$ cat config.mk
export PLATFORM = sky130hd
export DESIGN_NAME = tinyqv_instr_prefetch
export DESIGN_NICKNAME = d
export VERILOG_FILES = /design/src/rtl/tinyqv_prefetch_pkg.sv /design/src/rtl/tinyqv_prefetch_fifo.sv /design/src/rtl/tinyqv_instr_prefetch.sv
export SDC_FILE = /design/constraint.sdc
export NUM_CORES = 1
export LEC_CHECK = 0
export ABC_AREA = 1
export CORE_MARGIN = 2
export CORE_UTILIZATION = 45
export CTS_CLUSTER_DIAMETER = 40
export DETAILED_ROUTE_END_ITERATION = 7
export HOLD_SLACK_MARGIN = 0.12
export PLACE_DENSITY = 0.7
export RECOVER_POWER = 25
export SYNTH_ARGS = -nofsm -noshare
export SYNTH_HDL_FRONTEND = slang
export SYNTH_SLANG_ARGS = --single-unit
$ cat constraint.sdc
create_clock -name clk -period 5.26 [get_ports clk]
set_input_delay 1.052 -clock clk [delete_from_list [all_inputs] [get_ports clk]]
set_output_delay 1.052 -clock clk [all_outputs]
set_load 0.01 [all_outputs]
$ cat src/rtl/tinyqv_prefetch_pkg.sv
// Shared types for the TinyQV instruction prefetcher.
// Holds the FSM state encoding and the halfword address width.
package tinyqv_prefetch_pkg;

  localparam int HW_ADDR_W = 23;

  typedef logic [HW_ADDR_W-1:0] hw_addr_t;

  typedef enum logic [2:0] {
    ST_IDLE   = 3'd0,
    ST_START  = 3'd1,
    ST_REDIR  = 3'd2,
    ST_STREAM = 3'd3,
    ST_FLUSH  = 3'd4
  } state_e;

endpackage

$ cat src/rtl/tinyqv_prefetch_fifo.sv
// Circular buffer of 16-bit instruction halfwords.
// Flush wins over push/pop; push while full is only taken with a pop.
module tinyqv_prefetch_fifo #(
  parameter  int DEPTH = 4,
  localparam int PW    = $clog2(DEPTH),
  localparam int CW    = $clog2(DEPTH + 1)
) (
  input  logic          clk,
  input  logic          rst,
  input  logic          push_i,
  input  logic          pop_i,
  input  logic          flush_i,
  input  logic [15:0]   data_i,
  output logic [15:0]   data_o,
  output logic [CW-1:0] count_o,
  output logic          empty_o,
  output logic          full_o
);

  logic [15:0]   mem_q [DEPTH];
  logic [PW-1:0] wr_q, wr_d;
  logic [PW-1:0] rd_q, rd_d;
  logic [CW-1:0] count_q, count_d;
  logic          do_push, do_pop;

  assign empty_o = (count_q == '0);
  assign full_o  = (count_q == CW'(DEPTH));
  assign do_pop  = pop_i && !empty_o;
  assign do_push = push_i && (!full_o || do_pop);

  always_comb begin
    wr_d    = wr_q;
    rd_d    = rd_q;
    count_d = count_q;
    if (do_push) wr_d = wr_q + PW'(1);
    if (do_pop)  rd_d = rd_q + PW'(1);
    unique case ({do_push, do_pop})
      2'b10:   count_d = count_q + CW'(1);
      2'b01:   count_d = count_q - CW'(1);
      default: count_d = count_q;
    endcase
    if (flush_i) begin
      wr_d    = '0;
      rd_d    = '0;
      count_d = '0;
    end
  end

  always_ff @(posedge clk or posedge rst) begin
    if (rst) begin
      wr_q    <= '0;
      rd_q    <= '0;
      count_q <= '0;
    end else begin
      wr_q    <= wr_d;
      rd_q    <= rd_d;
      count_q <= count_d;
    end
  end

  always_ff @(posedge clk) begin
    if (do_push && !flush_i) mem_q[wr_q] <= data_i;
  end

  assign data_o  = mem_q[rd_q];
  assign count_o = count_q;

endmodule

$ cat src/rtl/tinyqv_instr_prefetch.sv
// Instruction prefetcher between the TinyQV decoder and the memory
// controller fetch port: restart/stall sequencing, halfword FIFO, redirects.
module tinyqv_instr_prefetch
  import tinyqv_prefetch_pkg::*;
#(
  parameter int DEPTH = 4
) (
  input  logic        clk,
  input  logic        rst,
  input  logic        cpu_jump,
  input  logic [22:0] cpu_pc,
  output logic        cpu_instr_valid,
  output logic [15:0] cpu_instr_data,
  output logic [22:0] cpu_instr_addr,
  input  logic        cpu_instr_ack,
  output logic [22:0] instr_addr,
  output logic        instr_fetch_restart,
  output logic        instr_fetch_stall,
  input  logic        instr_fetch_started,
  input  logic        instr_fetch_stopped,
  input  logic [15:0] instr_data,
  input  logic        instr_ready
);

  localparam int CW = $clog2(DEPTH + 1);

  state_e   state_q, state_d;
  hw_addr_t fetch_addr_q, fetch_addr_d;
  hw_addr_t head_addr_q, head_addr_d;

  logic [CW-1:0] count;
  logic [15:0]   head_data;
  logic          empty, full;
  logic          stream, push, pop;

  assign stream = (state_q == ST_STREAM);
  assign pop    = !empty && cpu_instr_ack && !cpu_jump;
  assign push   = stream && instr_ready && !cpu_jump && (!full || pop);

  tinyqv_prefetch_fifo #(
    .DEPTH(DEPTH)
  ) u_fifo (
    .clk    (clk),
    .rst    (rst),
    .push_i (push),
    .pop_i  (pop),
    .flush_i(cpu_jump),
    .data_i (instr_data),
    .data_o (head_data),
    .count_o(count),
    .empty_o(empty),
    .full_o (full)
  );

  always_comb begin
    state_d      = state_q;
    fetch_addr_d = fetch_addr_q;
    head_addr_d  = head_addr_q;
    if (push) fetch_addr_d = fetch_addr_q + HW_ADDR_W'(1);
    if (pop)  head_addr_d  = head_addr_q + HW_ADDR_W'(1);
    if (cpu_jump) begin
      fetch_addr_d = cpu_pc;
      head_addr_d  = cpu_pc;
    end
    unique case (state_q)
      ST_IDLE: begin
        if (cpu_jump) state_d = ST_START;
      end
      ST_START: begin
        // An accepted fetch racing a jump targets the old address.
        if (instr_fetch_started)
          state_d = cpu_jump ? ST_FLUSH : ST_STREAM;
        else if (cpu_jump)
          state_d = ST_REDIR;
      end
      ST_REDIR: begin
        state_d = instr_fetch_started ? ST_FLUSH : ST_START;
      end
      ST_STREAM: begin
        if (instr_fetch_stopped) state_d = ST_START;
        else if (cpu_jump)       state_d = ST_FLUSH;
      end
      ST_FLUSH: begin
        if (instr_fetch_stopped) state_d = ST_START;
      end
      default: state_d = ST_IDLE;
    endcase
  end

  always_ff @(posedge clk or posedge rst) begin
    if (rst) begin
      state_q      <= ST_IDLE;
      fetch_addr_q <= '0;
      head_addr_q  <= '0;
    end else begin
      state_q      <= state_d;
      fetch_addr_q <= fetch_addr_d;
      head_addr_q  <= head_addr_d;
    end
  end

  assign cpu_instr_valid = !empty;
  assign cpu_instr_data  = empty ? 16'h0 : head_data;
  assign cpu_instr_addr  = head_addr_q;
  assign instr_addr      = fetch_addr_q;

  assign instr_fetch_restart =
    (state_q == ST_START && !instr_fetch_started) ||
    (state_q == ST_FLUSH);
  assign instr_fetch_stall =
    (state_q == ST_FLUSH) || (stream && full);

  a_no_overflow: assert property (
    @(posedge clk) disable iff (rst)
    !(stream && instr_ready && !cpu_jump && full && !pop)
  );

endmodule
==> flow_metrics.env, run 1 <==
export IMPL_fp_dieW_um=123
export IMPL_nets=908
export IMPL_relSlewSlack_pct=-105
export IMPL_diodes=0
export IMPL_hold_path_depth=1
export IMPL_final_cell_area_mm2=0.00821
export IMPL_finClkSkew_ps=10.8
export IMPL_grt_pass1_wl_mm=27.3
export IMPL_ctsResizeCount=0
export IMPL_rsz0062_at_grt="false"
export IMPL_synth_cell_area_mm2=0.00636
export IMPL_clockRootBuffer="clkbuf_16"
export IMPL_track_usage_pct=23.7
export IMPL_grt_ovfl_total=0
export IMPL_dr_pass1_iters=6
export IMPL_antenna_found_initial=0
export IMPL_cts_tree="built"
export IMPL_synth_most_common_cell="nand2_1"
export IMPL_finalCriticalPeriod_ps=4000
export IMPL_rows=43
export IMPL_syn_avg_cell_area_um2=8.58
export IMPL_syn_inst=742
export IMPL_clk_latency_ps=420
export IMPL_worstSetupPathType="input pin to async pin"
export IMPL_worstMarginPinSlew_ps=3070
export IMPL_path_max_fanout=56
export IMPL_hold_buffers=0
export IMPL_drtAntennaViolNets=0
export IMPL_end_kind="async pin"
export IMPL_drt_first_iter_violations=536
export IMPL_hp_start="u_fifo.wr_q[0]"
export IMPL_yosysTopAreaCell="edfxtp_1"
export IMPL_finalCoreUtilization_pct=59.4
export IMPL_syn2layout_area_growth_pct=29.1
export IMPL_final_setup_viol_count=0
export IMPL_die_height_um=123
export IMPL_slowest_delay_ps=2140
export IMPL_synth_edf_count=64
export IMPL_synth_cell_types=49
export IMPL_synth_top_cell_area_share_pct=30.2
export IMPL_reg2reg_setup_slack_ps=2980
export IMPL_placed_area_mm2=0.00761
export IMPL_synth_area_leaders="edfxtp_1 30%, dfrtp_1 22%, nand2_1 10%"
export IMPL_hold_class="register to register"
export IMPL_slew_violations=57
export IMPL_hold_end="u_fifo.wr_q[0]"
export IMPL_status="finished with violations"
export IMPL_htree_levels=4
export IMPL_powerDensity_mw_per_mm2=347
export IMPL_clkTransAtPathRegs_ps=60
export IMPL_seq_area_frac_synth_pct=52.2
export IMPL_io_pins=111
export IMPL_crit_chain="dlygate4sd3_1 -> clkinv_1 -> clkbuf_1"
export IMPL_r2r_end="u_fifo.mem_q[1][0]"
export IMPL_hpwl_mm=12.2
export IMPL_synthArstFlopShare_pct=46.7
export IMPL_drc_errors=0
export IMPL_ys_warnings_count=0
export IMPL_hold_viol=0
export IMPL_grt_max_degree=57
export IMPL_max_freq_mhz=250
export IMPL_critPathLaunchType="input pin"
export IMPL_numPortBuffers=110
export IMPL_gp_congestion=0.953
export IMPL_reg2reg_from="state_q[2]"
export IMPL_timing_final_crit_share_pct=76.0
export IMPL_coreArea_mm2=0.0138
export IMPL_ir_worst_vdd_mv=0.187
export IMPL_synth_commonest_cells="172 x nand2_1, 125 x nor2_1, 64 x edfxtp_1"
export IMPL_grt_pass1_vias=5439
export IMPL_critical_path_arrival_ps=3840
export IMPL_post_cts_buffers=0
export IMPL_cts_num_sinks=120
export IMPL_fillers=1160
export IMPL_ctsLongestPathBuffers=2
export IMPL_critPathTopFamily="buffers and inverters"
export IMPL_fin_total_pwr_mw=2.85
export IMPL_crit_buf_inv=3
export IMPL_yosys_register_bits=120
export IMPL_violations="max-capacitance violations, max-slew violations"
export IMPL_synth_flop_cell="edfxtp_1"
export IMPL_drv_cap=1
export IMPL_routed_wl_mm=17.0
export IMPL_dieArea_mm2=0.0151
export IMPL_drive_above_1_share_pct=9.10
export IMPL_initial_core_util_pct=46.0
export IMPL_wl_per_cell_um=16.2
export IMPL_r2r_cells=6
export IMPL_fin_setup_tns_ps=0
export IMPL_vias_per_cell=5.30
export IMPL_worstPathRequired_ps=5100
export IMPL_leakagePower_nw=3.28
export IMPL_layout_cells_non_filler=1048
export IMPL_cts_made_buffers=17
export IMPL_syn_num_nets=795
export IMPL_cp_slowest_cell="clkbuf_1"
export IMPL_num_vias=5553
export IMPL_place_inst=1016
## routing by layer
layer  global-route usage [%]  wire [um]
met1                     30.1       7390
met5                        0          0
met3                     6.09        887
met2                     38.8       8250
met4                     9.48        437
## report_power, final
part           total, mW  switching [mW]  internal [mW]  leakage, nW
Sequential          1.15          0.0964           1.06         1.27
Clock               1.18           0.467          0.716        0.292
Combinational      0.516           0.281          0.235         1.72
Total               2.85           0.844           2.01         3.28
## worst max path at each step
| stage | startpoint | endpoint | slack [ps] | cells past startpoint |
|---|---|---|---|---|
| final | rst | cpu_instr_addr[9] | 1260 | 3 |
| after global routing | rst | instr_addr[17] | 690 | 3 |
| after floorplan | instr_ready | u_fifo.mem_q[0][0] | 2550 | 5 |
| after global placement | u_fifo.rd_q[0] | cpu_instr_data[2] | 1810 | 4 |
| after detailed placement | cpu_jump | u_fifo.mem_q[1][15] | 1740 | 6 |
| after CTS | u_fifo.rd_q[0] | cpu_instr_data[13] | 1280 | 4 |
## registers in the layout, summed over array words and instances, names as in the netlist
signal	cells
u_fifo.mem_q	64
cpu_instr_addr	23
instr_addr	23
state_q	3
u_fifo.count_o	3
u_fifo.rd_q	2
u_fifo.wr_q	2
## cells by family (layout without fill, tap and decap cells)
logic type      Yosys count  in the layout  share of synthesized area (%)
simple gates            400            400                           28.4
compound gates          117            117                           10.5
xor+xnor                 11             11                           1.51
fa+ha+maj                 7              7                           1.49
buf+inv                  87            213                           5.86
flops                   120            120                           52.2
## stage by stage
step	setup WS (ps)	hold WS, ps
after floorplan	2550	512
after global placement	1810	545
after detailed placement	1740	555
after CTS	1280	573
after global routing	692	600
final	1260	560
## area by class of cell
type / instances / area, um^2 / area share [%]
clock inverter: 15 / 179 / 2.18
multi-input combinational: 535 / 2670 / 32.5
tap: 180 / 225 / 2.74
clock buffer: 17 / 425 / 5.18
inverter: 64 / 243 / 2.96
timing repair buffer: 117 / 1150 / 14.0
sequential: 120 / 3320 / 40.5
## layout by cell type (no fill, tap or decap), drive strengths merged, types with 2 or more instances in the layout
cell and count:
a21oi 33, edfxtp 64, clkinv 4, o21bai 2, xor2 8, or2 2, nand3 55, nand3b 4
bufinv 2, inv 71, clkinvlp 2, nor2 138, nand2 181, o21ai 58, ha 6, a31oi 4
buf 6, clkdlybuf4s50 93, dfrtp 56, nor3 13, clkbuf 18, o211ai 13, xnor2 3, dlygate4sd3 17
nand4 7
(Power assumes the default switching activity.)
==> run 2, diff against run 1 <==
Settings changed: PLACE_DENSITY 0.7 to 0.72.
Clock period 5.26 ns to 3.27 ns, I/O delays scaled along.
==> flow_metrics.env, run 2 (same netlist as run 1, synthesis figures left out) <==
export IMPL_antenna_found_initial=0
export IMPL_status="finished clean"
export IMPL_hpwl_mm=11.7
export IMPL_p_sw_share_pct=30.1
export IMPL_path_max_fanout=33
export IMPL_power_switching_mw=1.32
export IMPL_wl_per_cell_um=15.7
export IMPL_ctsResizeCount=0
export IMPL_finalCriticalPeriod_ps=2910
export IMPL_num_vias=5493
export IMPL_crit_buf_inv=2
export IMPL_grt_use_met3_pct=5.63
export IMPL_drive_above_1_share_pct=9.73
export IMPL_numPortBuffers=110
export IMPL_drt_first_iter_violations=406
export IMPL_rsz0062_at_grt="false"
export IMPL_crit_chain="inv_2 -> o21ai_0 -> a21oi_1 -> clkdlybuf4s50_1"
export IMPL_layout_cells_non_filler=1054
export IMPL_rows=43
export IMPL_grt_ovfl_total=0
export IMPL_track_usage_pct=23.2
export IMPL_end_kind="primary output"
export IMPL_cts_tree="built"
export IMPL_layout_common_cells="172 x nand2_1, 125 x nor2_1, 93 x clkdlybuf4s50_1, 64 x edfxtp_1, 58 x inv_1"
export IMPL_hold_class="register to register"
export IMPL_p_clk_share_pct=38.8
export IMPL_nets=914
export IMPL_critPathTopFamily="buffers and inverters"
export IMPL_syn2layout_area_growth_pct=28.9
export IMPL_slew_violations=0
export IMPL_clockRootBuffer="clkbuf_16"
export IMPL_finClkSkew_ps=11.7
export IMPL_post_cts_buffers=0
export IMPL_p_seq_share_pct=42.1
export IMPL_grt_max_degree=34
export IMPL_slowest_delay_ps=570
export IMPL_gp_congestion=0.897
export IMPL_htree_levels=4
export IMPL_clkTransAtPathRegs_ps=60
export IMPL_ir_worst_vdd_mv=0.287
export IMPL_ctsLongestPathBuffers=2
export IMPL_dieArea_mm2=0.0151
export IMPL_worstSetupPathType="register to primary output"
export IMPL_fin_total_pwr_mw=4.39
export IMPL_cts_made_buffers=17
export IMPL_diodes=0
export IMPL_io_pins=111
export IMPL_cp_slowest_cell="clkdlybuf4s50_1"
export IMPL_worstPathRequired_ps=2620
export IMPL_clk_latency_ps=410
export IMPL_hold_buffers=0
export IMPL_leakagePower_nw=3.29
export IMPL_relSlewSlack_pct=33.6
export IMPL_drc_errors=0
export IMPL_gr_usage_met2_pct=38.8
export IMPL_final_common_cell="nand2_1"
export IMPL_fp_dieW_um=123
export IMPL_coreArea_mm2=0.0138
export IMPL_final_setup_viol_count=0
export IMPL_place_inst=1022
export IMPL_dr_pass1_iters=5
export IMPL_vias_per_cell=5.21
export IMPL_critPathLaunchType="register"
export IMPL_max_freq_mhz=343
export IMPL_busiest_layer="met2"
export IMPL_drtAntennaViolNets=0
export IMPL_die_height_um=123
export IMPL_grt_pass1_wl_mm=26.6
export IMPL_drv_cap=0
export IMPL_intPower_mw=3.07
export IMPL_powerDensity_mw_per_mm2=536
export IMPL_hold_viol=0
export IMPL_timing_final_crit_share_pct=89.1
export IMPL_worstMarginPinSlew_ps=996
export IMPL_routed_wl_mm=16.6
export IMPL_largest_reg_flops=64
export IMPL_critical_path_arrival_ps=2260
export IMPL_fin_setup_tns_ps=0
export IMPL_grt_pass1_vias=5174
export IMPL_comb_power_share_pct=19.0
export IMPL_largest_register="u_fifo.mem_q"
export IMPL_cts_num_sinks=120
export IMPL_initial_core_util_pct=46.0
export IMPL_grtUsageMet1_pct=29.6
export IMPL_finalCoreUtilization_pct=59.3
export IMPL_fillers=1167
run 2: final timing paths:
kind	start	endpoint	slack, ps	cells after the start
worst max-delay path	u_fifo.rd_q[0]	cpu_instr_data[7]	360	4
worst min-delay path	instr_addr[22]	instr_addr[22]	560	2
worst max register to register	u_fifo.count_o[0]	u_fifo.count_o[2]	1350	10
worst min register to register	instr_addr[22]	instr_addr[22]	560	2
max in group asynchronous	rst	cpu_instr_addr[3]	1500	3
min in group asynchronous	rst	cpu_instr_addr[11]	920	2
run 2: metrics by stage:
step	worst slack, ps	instance area [um^2]	hold WS [ps]
3_5_place_dp	519	7660	540
6_report	357	8200	555
5_1_grt	164	8200	595
3_3_place_gp	583	7660	533
2_1_floorplan	956	6360	512
4_1_cts	336	8200	556
run 2: per-layer routing:
layer  share of wire, %  routed length (um)
met2                 49                8110
met1                 43                7100
met4                2.0                 326
met5                  0                   0
met3                6.2                1030
run 2: tightest hold or removal path: cells and delay by family, from the launching register on:
family        cells  cell delay (ps)
flops             1              380
simple gates      2              130
run 2: layout make-up:
cell class	count	area, um^2	area share [%]
Clock inverter	14	115	1.40
Timing Repair Buffer	123	1200	14.6
Clock buffer	18	429	5.23
Tap cell	180	225	2.75
Inverter	64	243	2.96
Multi-Input combinational cell	535	2670	32.5
Sequential cell	120	3320	40.5
run 2: power by group through the flow:
stage / combinational, mW / sequential, mW / clock, mW
global route: 0.925 / 1.87 / 1.81
CTS: 0.845 / 1.85 / 1.72
detailed placement: 0.840 / 1.87 / 0
floorplan: 0.439 / 1.88 / 0
global placement: 0.832 / 1.88 / 0
finish: 0.837 / 1.85 / 1.71
